`src/rtl/prog_fetch_seq.sv`:
```
// Program sequencer: drives instruction-memory address, registers fetched word, handles stall/branch/halt/wrap.
// One-cycle fetch latency; stall and branch each insert one bubble; HALT exits only through reset.
module prog_fetch_seq #(
  parameter int PC_W     = 6,
  parameter int INSTR_W  = 32,
  parameter int RESET_PC = 0,
  parameter int LAST_PC  = 63,
  parameter bit WRAP     = 1'b1,
  parameter int OPC_HI   = 31,
  parameter int OPC_LO   = 24,
  parameter logic [OPC_HI-OPC_LO:0] HALT_OP = 8'hFF,
  parameter int CNT_W    = 16
) (
  input  logic               clk,
  input  logic               reset,
  input  logic               stall,
  input  logic               branch_en,
  input  logic [PC_W-1:0]    branch_target,
  input  logic [INSTR_W-1:0] instr_in,
  output logic [PC_W-1:0]    pc,
  output logic [INSTR_W-1:0] instr_out,
  output logic               instr_valid,
  output logic               halted,
  output logic [CNT_W-1:0]   retired
);

  typedef enum logic [1:0] {IDLE, RUN, HALT} state_t;

  localparam logic [PC_W-1:0]  RESET_PC_V = PC_W'(RESET_PC);
  localparam logic [PC_W-1:0]  LAST_PC_V  = PC_W'(LAST_PC);
  localparam logic [CNT_W-1:0] CNT_MAX    = '1;

  state_t               state, state_nxt;
  logic [PC_W-1:0]      pc_nxt;
  logic [INSTR_W-1:0]   instr_nxt;
  logic                 valid_nxt;
  logic                 halted_nxt;
  logic [CNT_W-1:0]     retired_nxt;

  always_ff @(posedge clk) begin
    if (reset) begin
      state       <= IDLE;
      pc          <= RESET_PC_V;
      instr_out   <= '0;
      instr_valid <= 1'b0;
      halted      <= 1'b0;
      retired     <= '0;
    end else begin
      state       <= state_nxt;
      pc          <= pc_nxt;
      instr_out   <= instr_nxt;
      instr_valid <= valid_nxt;
      halted      <= halted_nxt;
      retired     <= retired_nxt;
    end
  end

  always_comb begin
    state_nxt  = state;
    pc_nxt     = pc;
    instr_nxt  = instr_out;
    valid_nxt  = 1'b0;
    halted_nxt = halted;
    case (state)
      IDLE: state_nxt = RUN;
      RUN: begin
        if (stall) begin
          // hold everything; a concurrent branch waits until the stall clears
        end else if (branch_en) begin
          pc_nxt = branch_target;
        end else begin
          instr_nxt = instr_in;
          valid_nxt = 1'b1;
          if (instr_in[OPC_HI:OPC_LO] == HALT_OP) begin
            state_nxt  = HALT;
            halted_nxt = 1'b1;
          end else if (pc == LAST_PC_V) begin
            if (WRAP) begin
              pc_nxt = RESET_PC_V;
            end else begin
              state_nxt  = HALT;
              halted_nxt = 1'b1;
            end
          end else begin
            pc_nxt = pc + PC_W'(1);
          end
        end
      end
      HALT:    halted_nxt = 1'b1;
      default: state_nxt = IDLE;
    endcase
    // counted on the same edge that raises instr_valid, so the count includes the word on instr_out
    retired_nxt = (valid_nxt && retired != CNT_MAX) ? retired + CNT_W'(1) : retired;
  end

endmodule

```
`config.mk`:
```
export PLATFORM = sky130hd
export DESIGN_NAME = prog_fetch_seq
export DESIGN_NICKNAME = d
export VERILOG_FILES = /design/src/rtl/prog_fetch_seq.sv
export SDC_FILE = /design/constraint.sdc
export NUM_CORES = 1
export LEC_CHECK = 0
export CORE_MARGIN = 4
export CORE_UTILIZATION = 30
export DETAILED_ROUTE_END_ITERATION = 8
export GPL_TIMING_DRIVEN = 0
export MAX_ROUTING_LAYER = met4
export SLEW_MARGIN = 40
export SYNTH_ARGS = -nofsm -noshare
export SYNTH_HDL_FRONTEND = slang
export SYNTH_SLANG_ARGS = --single-unit
```
`constraint.sdc`:
```
create_clock -name clk -period 3.8 [get_ports clk]
set_input_delay 1.14 -clock clk [delete_from_list [all_inputs] [get_ports clk]]
set_output_delay 1.14 -clock clk [all_outputs]
set_load 0.02 [all_outputs]
```
==> flow_summary_export.csv <==
group,metric,value,unit
outcome,outcome,"completed",
setup_path,cp_cell_sequence,"clkdlybuf4s50_1 -> nor4b_2 -> clkbuf_1 -> nand2_1 -> a31oi_1 -> mux2_2",
timing,setup_total_negative_slack,0,ns
cells_and_area,insertedDiodeCount,0,
synth,register_bit_count_reported_by_yosys,58,
synth,synth_fp_nets,350,
timing,hold_violation_total_from_the_final_report,0,
setup_path,crit_arrival,3.19,ns
routing,avgViaCountPerCell,4.896,
synth,synth_top_area_share,46.70,%
setup_path,crit_path_end_kind,"register",
hold_path,hold_path_end,"instr_out[14]",
setup_path,critPathKind,"primary input to register",
timing,fin_crit,2.960,ns
place,post_dp_cell_area,3575,µm²
synth,post_synth_instance_area,2486,µm²
setup_path,critical_path_peak_fanout,10,
cells_and_area,n_fill_cell,821,
global_route,overflow,0,
timing,grt_setup_unrepaired,"no",
setup_path,worst_path_dominant_cell_family,"buffers and inverters",
timing,maxSlewHeadroom,60.60,%
clocking,cts_post_setup_buffers_inserted,0,
hold_path,timing.hold.worst.class,"register to register",
setup_path,r2r_slack,1.72,ns
pwr,cellLeakagePower,1.263,nW
routing,antenna_left,0,
synth,top_cell_types_by_occurrence_after_synthesis,"72 x nand2_1, 58 x dfxtp_1, 46 x a21oi_1",
timing,worst_slew_pin_tran,0.5910,ns
setup_path,regToRegEndpoint,"retired[2]",
cells_and_area,final_layout_size_suffix_gt1_share,7.416,%
clocking,clk-insertion-delay-late,0.34,ns
timing,setup_violations,0,
synth,yosys_warnings,0,
synth,edff_count_synth,0,
die,die_h,99.04,µm
die,design.core.area,7888,µm²
die,start_util,31.52,%
cells_and_area,final_cell_area,3779,µm²
die,rows,32,
global_route,grt_pass1_vias,2481,
routing,dr_total_vias,2546,
die,dieArea,9808,µm²
global_route,grt_first_pass_wirelength,11840,µm
routing,wl_per_cell,14.26,µm
clocking,worst_setup_hold_path_clk_slew,0.07,ns
clocking,cts.sinks,58,
clocking,max-clock-path-buffers,2,
global_route,grt_max_degree,11,
synth,synth.yosys.seq_area_share,46.70,%
place,routabilityCongestion,0.8277,
place,detailedPlacementHpwl,5444,µm
setup_path,worst_path_largest_cell_delay,0.48,ns
clocking,post_cts_resized,0,
synth,async_reset_ff_share,0,%
routing,first_pass_iters,4,
global_route,grt_antenna_before_repair,0,
setup_path,worstPathBufferInverterCount,2,
routing,dr.first_iter.drc_count,99,
synth,netlist-cell-type-count,38,
hold_path,hold_path_startpoint,"instr_out[14]",
clocking,tritoncts,"done",
setup_path,setup.worst_path.start_class,"primary input",
global_route,grtUsageTotal,15.57,%
cells_and_area,layoutNonFillerInstCount,520,
cells_and_area,area.growth.synth_to_final,51.99,%
pwr,cellPowerDensity,365.3,nW/µm²
timing,timing_max_transition_violations_final,0,
setup_path,crit_path_top_delay_cell,"clkdlybuf4s50_1",
synth,netlist_instances,306,
cells_and_area,finish.net_count,457,
synth,yosysMostFrequentCell,"nand2_1",
timing,clock.fmax,337.8,MHz
clocking,root_buffer,"clkbuf_8",
clocking,cts_hold_repair.buffers,0,
clocking,cts_inserted_buffers,9,
synth,syn_avg_cell_area,8.125,µm²
setup_path,critical_r2r_launch,"state[1]",
pwr,power.ir.vdd_worst,0.0002340,V
setup_path,rr_worst_depth,5,
routing,route.final.wire_length,7416,µm
setup_path,critPathRequiredTime,4.03,ns
clocking,clock_tree.htree_level_count,3,
die,io-pin-count,98,
flow_run,max_cap_viol_count,0,
timing,ratio_of_final_minimum_period_to_clock_period,77.90,%
place,dp.cells,504,
place,port-buffer-count,96,
die,die_w,99.04,µm
pwr,overall_power_after_layout,1.380,mW
timing,clock_skew,0.007116,ns
routing,drt_drc_violations_left,0,
synth,cells_taking_the_most_area_after_synthesis,"dfxtp_1 47%, nand2_1 11%, a21oi_1 9.3%, mux2_2 3.2%, clkbuf_1 2.6%",
synth,synth_top_flop_cell,"dfxtp_1",
synth,synth_area_leader_cell,"dfxtp_1",
hold_path,hold-path-cell-count,2,
## worst min-delay path, stage by stage (launching register included)
cell     delay (ns)
dfxtp_1        0.31
nand2_1        0.05
a21oi_1        0.05
## flip-flops by register name (all words and copies together), names as in the netlist
register,cells
halted,1
state,2
retired,16
instr_out,32
instr_valid,1
pc,6
## worst max-delay path by stage
stage	from	endpoint	slack, ns	depth (start not counted)
CTS	stall	retired[2]	0.85	6
finish	stall	retired[2]	0.84	6
global placement	stall	retired[2]	0.48	6
detailed placement	stall	retired[2]	0.49	6
global route	stall	instr_out[2]	0.69	6
floorplan	branch_en	retired[10]	1.14	6
## kinds of logic after synthesis
group	Yosys count	synth area share (%)
AND/OR/NAND/NOR	137	26.62
AO/OA/AOI/OAI	75	17.31
flip-flops	58	46.70
buffers and inverters	25	4.378
multiplexers	9	3.976
adder cells (fa/ha/maj)	2	1.006
## per-stage QoR
stage / setup WS, ns / hold slack [ns] / utilization, %
floorplan: 1.141 / 0.4892 / -
global route: 0.6871 / 0.4717 / 47.91
global placement: 0.4842 / 0.4412 / 45.32
finish: 0.8399 / 0.4540 / 47.91
CTS: 0.8519 / 0.4553 / 47.91
detailed placement: 0.4853 / 0.4474 / 45.32
## per-layer routing
metal / up-vias / track usage, % / wire length [µm]
met5: - / - / 0
met4: 0 / 6.618 / 102
met3: 11 / 6.299 / 775
met2: 86 / 23.55 / 3238
met1: 1165 / 18.23 / 3300
li1: 1284 / - / -
## power breakdown
| part | switching [mW] | total, mW | internal, mW |
|---|---|---|---|
| sequential | 0.0104 | 0.634 | 0.624 |
| combinational | 0.0736 | 0.156 | 0.0826 |
| clock | 0.255 | 0.590 | 0.335 |
## layout by cell type, fill, tap and decap left out, drive strengths merged, types with 2 or more instances in the layout
cell type	count
nand2b	5
nor2b	7
ha	2
nand2	72
mux2i	2
a211oi	5
or3	4
nand4	5
inv	4
clkdlybuf4s50	96
buf	4
a31oi	5
mux2	7
and3	3
a221oi	2
nor4	2
or2	3
o31ai	5
or4	2
a21oi	46
nor3	6
clkbuf	28
nor3b	3
nand3	7
dfxtp	58
clkinv	3
o21ai	7
nor2	13
or4b	2
## cell type report
| cell class | instances | area (µm²) | share of cell area (%) |
|---|---|---|---|
| buffer | 21 | 93.84 | 2.483 |
| clock inverter | 5 | 52.55 | 1.391 |
| multi-input combinational | 223 | 1216 | 32.19 |
| inverter | 4 | 15.01 | 0.3974 |
| clock buffer | 11 | 151.4 | 4.007 |
| tap | 102 | 127.6 | 3.377 |
| timing repair buffer | 96 | 960.9 | 25.43 |
| sequential | 58 | 1161 | 30.73 |
Power figures use the tool's default switching activity.
==> RTL change: new RTL, same settings <==
The 3 states of `state_t` get a one-hot encoding in 3 bits.
--- a/src/rtl/prog_fetch_seq.sv
+++ b/src/rtl/prog_fetch_seq.sv
@@ -24,7 +24,7 @@
   output logic [CNT_W-1:0]   retired
 );
 
-  typedef enum logic [1:0] {IDLE, RUN, HALT} state_t;
+  typedef enum logic [2:0] {IDLE = 3'b001, RUN = 3'b010, HALT = 3'b100} state_t;
 
   localparam logic [PC_W-1:0]  RESET_PC_V = PC_W'(RESET_PC);
   localparam logic [PC_W-1:0]  LAST_PC_V  = PC_W'(LAST_PC);
Behaviour: no difference found for any inputs over 10 cycles, from zero or initial values and one cycle with reset high; not proved beyond that.
==> RTL change against the original RTL <==
Sequential cell count up 1. Non-clock buffer count down 3. Via count up 1.8%. Final area up 1.2%. Wire length up 0.58%. Combinational power down 22%. Setup slack worse by 150 ps. Area after synthesis up 2.6%. Cell count up 0.58%. Register-to-register slack worse by 140 ps. Power down 5.5%. Largest power group unchanged. Highest routed layer unchanged.
==> RTL change: results <==
metrics = {
    "global_routing": {
        "use_met2_pct": 23.39,
        "grt_max_degree": 11,
        "antenna_found_initial": 0,
        "grtUsageTotal_pct": 15.73,
        "use_met1_pct": 18.07,
        "grt_pass1_wl_um": 12160,
        "grt_use_met3_pct": 6.741,
    },
    "route": {
        "wl_met3_um": 725,
        "drt_iter0_drc": 92,
        "wl_met1_um": 3310,
        "wl_per_cell_um": 14.26,
        "met2RoutedLength_um": 3246,
        "num_vias": 2593,
    },
    "yosys": {
        "synth_cell_types": 41,
        "synth_area_per_cell_um2": 8.283,
        "seq_area_frac_synth_pct": 46.30,
        "synth_nets": 352,
        "async_flop_share_pct": 0,
        "synthTopCellsByArea": "dfxtp_1, nand2_1, a21oi_1, mux2_2, nor2b_1",
        "synth_common_cells": "nand2_1, dfxtp_1, a21oi_1",
        "yosysWarnings": 0,
    },
    "sta": {
        "holdWs_ps": 452.7,
        "relSlewSlack_pct": 50.67,
        "min_period_over_period_pct": 81.90,
        "fin_skew_ps": 4.936,
    },
    "power": {
        "p_comb_share_pct": 9.3,
        "p_switching_uw": 297.7,
        "irDropWorstVdd_v": 0.0002156,
        "power.density_nw_per_um2": 341.0,
        "power_clock_uw": 545,
        "power_leakage_nw": 1.251,
    },
    "final_layout": {
        "finalNetCount": 459,
        "stdcell_count": 523,
        "diodes": 0,
        "drive_gt1_share_pct": 6.938,
    },
    "place": {
        "pre_cts_slack_ps": 360.5,
        "gp_congestion": 0.8304,
        "placed_cells": 509,
        "dpl-instance-area_um2": 3643,
        "dp_hpwl_um": 5518,
    },
    "min_path": {
        "holdCritStartpoint": "instr_out[16]$_SDFFE_PP0P_",
        "hp-class": "flop to flop",
        "hold_end": "instr_out[16]$_SDFFE_PP0P_",
    },
    "clock_tree": {
        "holdBufCountCts": 0,
        "clockBufferDepth": 2,
        "clkLatencyLatePin_ps": 330,
        "cts_buffers": 9,
        "h-tree-depth": 3,
        "post_cts_buffers": 0,
    },
    "critical_path": {
        "critPathTopFamily": "simple AND/OR/NAND/NOR gates",
        "worstReg2RegStart": "state[2]$_SDFFE_PP0P_",
        "cp_slowest_cell": "clkdlybuf4s50_1",
        "reg2reg_depth": 5,
        "required_ps": 4020,
        "crit_fanout": 9,
        "cpPeakStageDelay_ps": 480,
        "ff2ff_setup_slack_ps": 1580,
        "critPathLaunch": "stall",
        "crit_end": "retired[12]$_SDFFE_PP0P_",
    },
    "status": {
        "status": "finished, final reports clean",
    },
}
-- RTL change: changes by cell type in the layout (fill, tap and decap cells not counted), moves of 3 or more --
cell and delta:
a31oi_1 -4, o21ai_0 -4, nor4_1 +5, mux2_2 +3
o31ai_1 -3, or3_1 -4, nor2_1 +5, nor2b_1 +4
-- RTL change: cell type report --
| type | instances | area, µm² |
|---|---|---|
| timing repair buffer | 96 | 960.9 |
| sequential | 59 | 1181 |
| inverter | 4 | 15.01 |
| multi-input combinational | 227 | 1286 |
| clock buffer | 11 | 141.4 |
| fill | 831 | 4433 |
| clock inverter | 3 | 40.04 |
| buffer | 18 | 68.82 |
| tap | 105 | 131.4 |
-- RTL change: cells by family after synthesis --
family                     after synthesis  share of synthesized area, %
buffers and inverters                   22                         3.286
adders and majority gates                2                        0.9807
AOI/OAI and AO/OA                       69                         15.94
and+or+nand+nor                        143                         27.86
DFF                                     59                         46.30
muxes                                   13                         5.640
